===== src/rtl/pipeline_hazard_ctrl.sv =====
// pipeline_hazard_ctrl: load-use stall, branch flush and EX operand forwarding control
// for an in-order pipeline with parametrised depth.
module pipeline_hazard_ctrl #(
    parameter int N_STAGES = 5,
    parameter int BR_STAGE = 3,
    parameter int ADDR_W   = 5,
    parameter int SEL_W    = $clog2(N_STAGES)
) (
    input  logic              clk,
    input  logic              arst_n,
    input  logic              enable_i,
    input  logic              id_valid_i,
    input  logic [ADDR_W-1:0] id_rs1_i,
    input  logic [ADDR_W-1:0] id_rs2_i,
    input  logic              id_uses_rs1_i,
    input  logic              id_uses_rs2_i,
    input  logic [ADDR_W-1:0] id_rd_i,
    input  logic              id_reg_write_i,
    input  logic              id_mem_read_i,
    input  logic              br_taken_i,
    output logic              stall_o,
    output logic              flush_o,
    output logic [SEL_W-1:0]  fwd_a_o,
    output logic [SEL_W-1:0]  fwd_b_o,
    output logic              ex_valid_o,
    output logic [31:0]       stall_cnt_o,
    output logic [31:0]       flush_cnt_o
);
    localparam int L = N_STAGES - 1;
    localparam int LD_TOP = N_STAGES - 3;

    logic [L:2]             vld_q, vld_d, wr_q, wr_d;
    logic [L:2][ADDR_W-1:0] rd_q, rd_d;
    // mem_read only matters where a load can still cause a load-use stall
    logic [LD_TOP:2]        ld_q, ld_d, hit;
    logic [ADDR_W-1:0]      rs1_q, rs1_d, rs2_q, rs2_d;
    logic                   use1_q, use1_d, use2_q, use2_d;
    logic [31:0]            stall_cnt_q, stall_cnt_d, flush_cnt_q, flush_cnt_d;
    logic [L:3]             ma, mb;
    logic [L+1:3][SEL_W-1:0] ca, cb;
    logic                   bubble, ex_a, ex_b;

    for (genvar k = 2; k <= LD_TOP; k++) begin : g_hit
        assign hit[k] = vld_q[k] && ld_q[k] &&
                        ((id_uses_rs1_i && id_rs1_i != '0 && rd_q[k] == id_rs1_i) ||
                         (id_uses_rs2_i && id_rs2_i != '0 && rd_q[k] == id_rs2_i));
    end

    assign flush_o = br_taken_i;
    assign stall_o = id_valid_i && (|hit) && !br_taken_i;
    assign bubble  = stall_o || flush_o;

    assign ex_a = vld_q[2] && use1_q && rs1_q != '0;
    assign ex_b = vld_q[2] && use2_q && rs2_q != '0;
    assign ca[L+1] = '0;
    assign cb[L+1] = '0;
    // priority chain: the youngest (lowest-numbered) producer overrides older ones
    for (genvar k = 3; k <= L; k++) begin : g_fwd
        assign ma[k] = ex_a && vld_q[k] && wr_q[k] && rd_q[k] == rs1_q;
        assign mb[k] = ex_b && vld_q[k] && wr_q[k] && rd_q[k] == rs2_q;
        assign ca[k] = ma[k] ? SEL_W'(k) : ca[k+1];
        assign cb[k] = mb[k] ? SEL_W'(k) : cb[k+1];
    end
    assign fwd_a_o = ca[3];
    assign fwd_b_o = cb[3];

    assign vld_d[2] = !bubble && id_valid_i;
    assign wr_d[2]  = !bubble && id_reg_write_i;
    assign ld_d[2]  = !bubble && id_mem_read_i;
    assign rd_d[2]  = bubble ? '0 : id_rd_i;
    assign rs1_d    = bubble ? '0 : id_rs1_i;
    assign rs2_d    = bubble ? '0 : id_rs2_i;
    assign use1_d   = !bubble && id_uses_rs1_i;
    assign use2_d   = !bubble && id_uses_rs2_i;

    for (genvar k = 3; k <= L; k++) begin : g_shift
        assign vld_d[k] = vld_q[k-1] && !(flush_o && k <= BR_STAGE);
        assign wr_d[k]  = wr_q[k-1];
        assign rd_d[k]  = rd_q[k-1];
    end
    for (genvar k = 3; k <= LD_TOP; k++) begin : g_ld
        assign ld_d[k] = ld_q[k-1];
    end

    assign stall_cnt_d = stall_cnt_q + 32'(stall_o);
    assign flush_cnt_d = flush_cnt_q + 32'(flush_o);

    always_ff @(posedge clk or negedge arst_n) begin
        if (!arst_n) begin
            vld_q       <= '0;
            wr_q        <= '0;
            rd_q        <= '0;
            ld_q        <= '0;
            rs1_q       <= '0;
            rs2_q       <= '0;
            use1_q      <= 1'b0;
            use2_q      <= 1'b0;
            stall_cnt_q <= '0;
            flush_cnt_q <= '0;
        end else if (enable_i) begin
            vld_q       <= vld_d;
            wr_q        <= wr_d;
            rd_q        <= rd_d;
            ld_q        <= ld_d;
            rs1_q       <= rs1_d;
            rs2_q       <= rs2_d;
            use1_q      <= use1_d;
            use2_q      <= use2_d;
            stall_cnt_q <= stall_cnt_d;
            flush_cnt_q <= flush_cnt_d;
        end
    end

    assign ex_valid_o  = vld_q[2];
    assign stall_cnt_o = stall_cnt_q;
    assign flush_cnt_o = flush_cnt_q;
endmodule


===== config.mk =====
export PLATFORM = sky130hd
export DESIGN_NAME = pipeline_hazard_ctrl
export DESIGN_NICKNAME = d
export VERILOG_FILES = /design/src/rtl/pipeline_hazard_ctrl.sv
export SDC_FILE = /design/constraint.sdc
export NUM_CORES = 1
export LEC_CHECK = 0
export BUFFER_PORTS_ARGS = -buffer_cell sky130_fd_sc_hd__buf_2
export CAP_MARGIN = 20
export CORE_ASPECT_RATIO = 0.75
export CORE_MARGIN = 4
export CORE_UTILIZATION = 50
export DETAILED_ROUTE_END_ITERATION = 16
export GPL_ROUTABILITY_DRIVEN = 1
export HOLD_SLACK_MARGIN = 0.02
export PLACE_DENSITY_LB_ADDON = 0.12
export RECOVER_POWER = 25
export SYNTH_ARGS = -nofsm -noshare
export SYNTH_HDL_FRONTEND = slang
export SYNTH_SLANG_ARGS = --single-unit

===== constraint.sdc =====
create_clock -name clk -period 3.5 [get_ports clk]
set_input_delay 0.35 -clock clk [delete_from_list [all_inputs] [get_ports clk]]
set_output_delay 0.35 -clock clk [all_outputs]
set_load 0.01 [all_outputs]

After elaboration in Yosys (flattened, before gate mapping)
Index checks and enable logic that the tools add are counted.

Add/subtract/negate cells: 2. Eq/ne operators: 6. Multiplexer cells: 7. Reductions and logical operators: 38.

Operator list (count): $add A32 B1 Y32 (2); $eq A5 B5 Y1 (6); $logic_and A1 B1 Y1 (30); $reduce_bool A5 Y1 (4); $mux W5 (3); $mux W3 (4); $logic_not A1 Y1 (2); $logic_or A1 B1 Y1 (2).

Register bits: 98. Input port bits: 24. Output and inout port bits: 73. Word-level logic and storage cells: 65.

Logic depth before layout (Yosys ltp)
Depth after elaboration: 10. Mapped depth: 11. Gate-level depth less buffers: 10.

Worst setup path before layout
OpenSTA, ideal clock, no wires.

Path kind: reg2reg. From: register rd_q (netlist bit rd_d[8]). To: register stall_cnt_q[22], in the netlist stall_cnt_o[22]. Setup time: 0.079 ns. Arrival: 2.957 ns. Path slack: 0.463 ns. Stages on the path, launching flop included: 12. Path buffers: 1. Period minus slack after synthesis: 3.037 ns. Path through: dfrtp_1 -> xnor2_1 -> o2111ai_1 -> a2111oi_0 -> buf_2 -> o21ba_1 -> ha_1 -> ha_1 -> and3_1 -> nand4_2 -> nor4_1 -> xor2_1.

Cells in the longest elaborated chain, start to end: 7. Elaborated cells between the ends (all ways): 9. Classes of those cells: add/sub (1); eq/ne (2); reduce/logical (6).

Ends and longest elaborated chain: from (decl) (line 33) `logic [L:2][ADDR_W-1:0] rd_q, rd_d;`; from (signal assigned) (line 103) `rd_q <= rd_d;`; $eq A5 B5 Y1 (on tied branches) (line 45, 46); $logic_and A1 B1 Y1 (on tied branches) (line 45, 46); $logic_or A1 B1 Y1 * (line 45) `((id_uses_rs1_i && id_rs1_i != '0 && rd_q[k] == id_rs1_i) ||`; $logic_and A1 B1 Y1 * (line 44) `assign hit[k] = vld_q[k] && ld_q[k] &&`; $logic_and A1 B1 Y1 * (2 in a row) (line 50) `assign stall_o = id_valid_i && (|hit) && !br_taken_i;`; named net stall_o (line 21) `output logic stall_o,`; $add A32 B1 Y32 * (line 85) `assign stall_cnt_d = stall_cnt_q + 32'(stall_o);`; to (signal assigned) (line 109) `stall_cnt_q <= stall_cnt_d;`; to (decl) (line 38) `logic [31:0] stall_cnt_q, stall_cnt_d, flush_cnt_q, flush_cnt_d;`.

The timed path passes the listed nets; every way through them passes the cells marked *. A chain may end at the register's enable or synchronous reset.

Worst setup path in the final report
From: register rd_q (netlist bit rd_d[8]). To: register stall_cnt_q[22], in the netlist stall_cnt_o[22].

Cells in the longest elaborated chain, start to end: 7. Elaborated cells between the ends (all ways): 9. Classes of those cells: add/sub (1); eq/ne (2); reduce/logical (6).

Ends and longest elaborated chain (line): $eq A5 B5 Y1 (on tied branches) (45, 46); $logic_and A1 B1 Y1 (on tied branches) (45, 46); $logic_or A1 B1 Y1 * (45); $logic_and A1 B1 Y1 * (44); $logic_and A1 B1 Y1 * (2 in a row) (50); $add A32 B1 Y32 * (85).

Every way passes the cells marked *; elsewhere a longest branch is shown, timed or not.

==> out/qor_table.md <==
| Result | Reported | Unit |
| --- | --- | --- |
| Status | complete, but fails checks | - |
| Violated checks | capacitance limit, slew limit | - |
| Gpl congestion | 0.861 | - |
| Maximum fanout encountered on the critical timing path | 9 | - |
| Endpoint of the most critical register-to-register path | stall_cnt_o[22]$_DFFE_PN0P_ | - |
| Endpoint class of the critical path | register | - |
| Number of filler instances in the final layout | 802 | - |
| Detailed Route WL | 10.6 | mm |
| Global Route Usage Sum | 19.7 | % |
| Kind of path behind the tightest hold check | primary input to register | - |
| Critical path type | register to register | - |
| HPWL after detailed placement | 7.80 | mm |
| Diodes inserted | 0 | - |
| Number of instances in the synthesized netlist | 435 | - |
| Post-route clock period utilization | 85.6 | % |
| Sequential fraction of the synthesis area | 50.8 | % |
| Mapped Avg Cell Area | 11.1 | sq um |
| Largest buffer count on any clock path | 2 | - |
| Die Footprint | 11300 | sq um |
| Arrival time worst endpoint | 3.26 | ns |
| Total power of the final layout | 2.60 | mW |
| Count of input and output buffers | 96 | - |
| Slew at the pin closest to its max-slew limit | 1.83 | ns |
| Antenna violations before repair | 0 | - |
| Unrepaired setup endpoints after global routing | no | - |
| Relative slew slack | -22.0 | % |
| Post-synthesis net count | 463 | - |
| Chip width | 122 | um |
| Hold Crit Start | id_rd_i[0] | - |
| Clock transition at the registers of the reported paths | 0.06 | ns |
| R2R setup slack | 0.50 | ns |
| Residual DRC count | 0 | - |
| Pre-Repair DR Iteration Count | 4 | - |
| Startpoint Class | register | - |
| Final number of setup-violating endpoints | 0 | - |
| Worst vdd ir | 0.435 | mV |
| Via-to-Cell Ratio | 5.41 | - |
| CTS Root Cell | sky130_fd_sc_hd__clkbuf_16 | - |
| Sinks on Clock Net | 98 | - |
| Power per standard cell area | 452 | nW/um^2 |
| Ratio of cells with drive above 1 in the final layout | 26.9 | % |
| Area of all sequential standard cells | 2450 | sq um |
| Vias in the first global route | 3411 | - |
| Number of max-capacitance violations reported | 1 | - |
| Routed length per instance | 16.0 | um |
| Max Freq | 334 | MHz |
| Final Skew | 0.00800 | ns |
| Design Area, Final | 5750 | sq um |
| Total count of hold-check failures in the final report | 0 | - |
| H-tree depth | 3 | - |
| Number of cells on the worst reg-to-reg path | 10 | - |
| Number of DRC violations after detailed-routing iteration 0 | 209 | - |
| Global route overflow | 0 | - |
| CTS tree | yes | - |
| Netlist area before placement | 4830 | sq um |
| Number of synthesized flops with an enable pin | 0 | - |
| Master of the slowest instance on the critical path | sky130_fd_sc_hd__dfrtp_1 | - |
| Share of the core filled with cells | 62.2 | % |
| Detailed-route via count | 3592 | - |
| I/O pin cnt | 97 | - |
| Synthesis-stage register bit count | 98 | - |
| Worst R2R Start | rd_d[8]$_DFFE_PN0P_ | - |
| Yosys Warn Count | 0 | - |
| Wire length of the first global-routing pass | 17.7 | mm |
| Post-Route Setup TNS | 0 | ns |
| Clock insertion delay at the later pin of the skew report | 0.33 | ns |
| Async SR Flop Fraction | 100 | % |
| CP cell instances | xnor2_1 > o2111ai_1 > a2111oi_2 > o21ba_1 > ha_1 > ha_1 > and3_1 > nand4_2 > nor4_1 > xor2_1 | - |
| Final critical-path required period | 3.00 | ns |
| Die height | 93.1 | um |
| Data required time of the worst path | 3.76 | ns |
| Delay contributed by the slowest stage of the critical path | 0.45 | ns |
| Placed cell area | 5440 | sq um |
| Core area | 9230 | sq um |
| Num rows | 30 | - |
| Endpoint, Worst Hold | rd_d[5]$_DFFE_PN0P_ | - |
| Number of instances on the worst hold path | 3 | - |
| Number of distinct library cell variants in the gate-level netlist after synthesis | 39 | - |
| Number of nets in the finished design | 560 | - |
| Initial core utilization | 52.3 | % |
| Cell occurring most often along the worst timing path | sky130_fd_sc_hd__ha_1 | - |
| ANT nets after route | 0 | - |
| Clock buffers created by TritonCTS | 9 | - |
| Area growth from synthesis to layout | 19.0 | % |
| Area of the multi-input gates | 2190 | sq um |
| Max-slew violation count | 77 | - |
| Static leakage power | 2.76 | nW |
| Largest net degree at the start of global routing | 85 | - |
| Post-synth top flop | sky130_fd_sc_hd__dfrtp_1 | - |
routing by layer:
| layer | wire length [um] | global-route usage, % |
|---|---|---|
| met3 | 613 | 4.66 |
| met1 | 5430 | 30.9 |
| met2 | 4520 | 27.4 |
| met4 | 91 | 4.48 |
| met5 | 0 | 0 |
worst max-delay path by stage:
stage / start / to / slack [ns] / cells after the start
4_1_cts: rd_d[5]$_DFFE_PN0P_ / stall_cnt_o[22]$_DFFE_PN0P_ / 0.50 / 10
2_1_floorplan: rd_d[8]$_DFFE_PN0P_ / stall_cnt_o[22]$_DFFE_PN0P_ / 0.46 / 11
5_1_grt: rd_d[8]$_DFFE_PN0P_ / stall_cnt_o[22]$_DFFE_PN0P_ / 0.28 / 10
3_5_place_dp: rd_d[5]$_DFFE_PN0P_ / stall_cnt_o[22]$_DFFE_PN0P_ / 0.54 / 10
6_report: rd_d[8]$_DFFE_PN0P_ / stall_cnt_o[22]$_DFFE_PN0P_ / 0.50 / 10
3_3_place_gp: id_rs2_i[3] / stall_cnt_o[22]$_DFFE_PN0P_ / 0.67 / 11
repair_timing:
item,4_1_cts,5_1_grt
hold buffers,0,1
hold endpoints to repair,0,8
buffers inserted,0,0
resized for setup,0,0
cell usage in the layout (no fill, tap or decap), types with 2 or more instances in the layout:
cell                         n
sky130_fd_sc_hd__and4_1      4
sky130_fd_sc_hd__nand4_1    24
sky130_fd_sc_hd__mux2_2     17
sky130_fd_sc_hd__o32ai_1    20
sky130_fd_sc_hd__buf_4       4
sky130_fd_sc_hd__nor2_1     11
sky130_fd_sc_hd__o2111ai_1   2
sky130_fd_sc_hd__nor4_4      3
sky130_fd_sc_hd__nand3b_1    8
sky130_fd_sc_hd__nand3_1    22
sky130_fd_sc_hd__nand2_1    34
sky130_fd_sc_hd__clkbuf_16   9
sky130_fd_sc_hd__xnor2_1    60
sky130_fd_sc_hd__bufinv_16   2
sky130_fd_sc_hd__inv_1      30
sky130_fd_sc_hd__a311o_1     2
sky130_fd_sc_hd__nor3_1     14
sky130_fd_sc_hd__ha_1        4
sky130_fd_sc_hd__clkbuf_1    4
sky130_fd_sc_hd__nand4_2     2
sky130_fd_sc_hd__and3_1      8
sky130_fd_sc_hd__xor2_1     28
sky130_fd_sc_hd__buf_2      95
sky130_fd_sc_hd__nor4_1      8
sky130_fd_sc_hd__dfrtp_1    98
sky130_fd_sc_hd__nor4_2      7
where the power goes:
part | total, mW | switching [mW] | internal (mW)
Combinational | 0.296 | 0.153 | 0.143
Clock | 1.00 | 0.382 | 0.622
Sequential | 1.30 | 0.0912 | 1.20
cell type report:
type                       count  share of cell area (%)
clock inverter                 3                    1.13
timing repair buffer         102                    9.12
clock buffer                  12                    4.11
multi-input combinational    290                    38.2
sequential                    98                    42.7
inverter                      31                    2.02
tap                          128                    2.79
cells by family after synthesis:
| kind of cell | Yosys count | synth area share (%) |
|---|---|---|
| simple gates | 152 | 19.0 |
| flops | 98 | 50.8 |
| xor+xnor | 88 | 16.0 |
| buf+inv | 47 | 4.12 |
| compound gates | 29 | 5.18 |
| mux | 17 | 3.96 |
| fa+ha+maj | 4 | 1.04 |
state kept, by name (all words and copies together) (netlist names):
signal,flops
rd_d,10
stall_cnt_o,32
flush_cnt_o,32
ld_q,1
use2_q,1
rs1_q,5
wr_q,3
vld_q,3
rs2_q,5
rd_q,5
use1_q,1
cells in the mapped netlist (6+ instances only):
library cell	number	area share, %
sky130_fd_sc_hd__and3_1	8	1.0
sky130_fd_sc_hd__clkbuf_1	8	0.62
sky130_fd_sc_hd__dfrtp_1	98	51
sky130_fd_sc_hd__inv_1	30	2.3
sky130_fd_sc_hd__mux2_2	17	4.0
sky130_fd_sc_hd__nand2_1	34	2.6
sky130_fd_sc_hd__nand3_1	22	2.3
sky130_fd_sc_hd__nand3b_1	8	1.2
sky130_fd_sc_hd__nand4_1	24	3.1
sky130_fd_sc_hd__nor2_1	11	0.85
sky130_fd_sc_hd__nor3_1	14	1.5
sky130_fd_sc_hd__nor4_1	9	1.2
sky130_fd_sc_hd__nor4_2	6	1.6
sky130_fd_sc_hd__o32ai_1	20	3.6
sky130_fd_sc_hd__xnor2_1	60	11
sky130_fd_sc_hd__xor2_1	28	5.1
stage by stage:
stage / cells / setup WS, ns / hold slack [ns]
after global placement: 647 / 0.667 / 0.457
after global routing: 664 / 0.276 / 0.290
after detailed placement: 647 / 0.541 / 0.457
final: 664 / 0.505 / 0.288
after floorplan: 435 / 0.463 / 0.0544
after CTS: 662 / 0.501 / 0.254
critical path: cells and delay by family (launching register included):
family / cells / cell delay [ns]
xor+xnor: 2 / 0.36
flops: 1 / 0.45
simple gates: 3 / 0.96
compound gates: 3 / 0.77
fa+ha+maj: 2 / 0.37
Note: power is estimated with default switching activity, not from simulation.
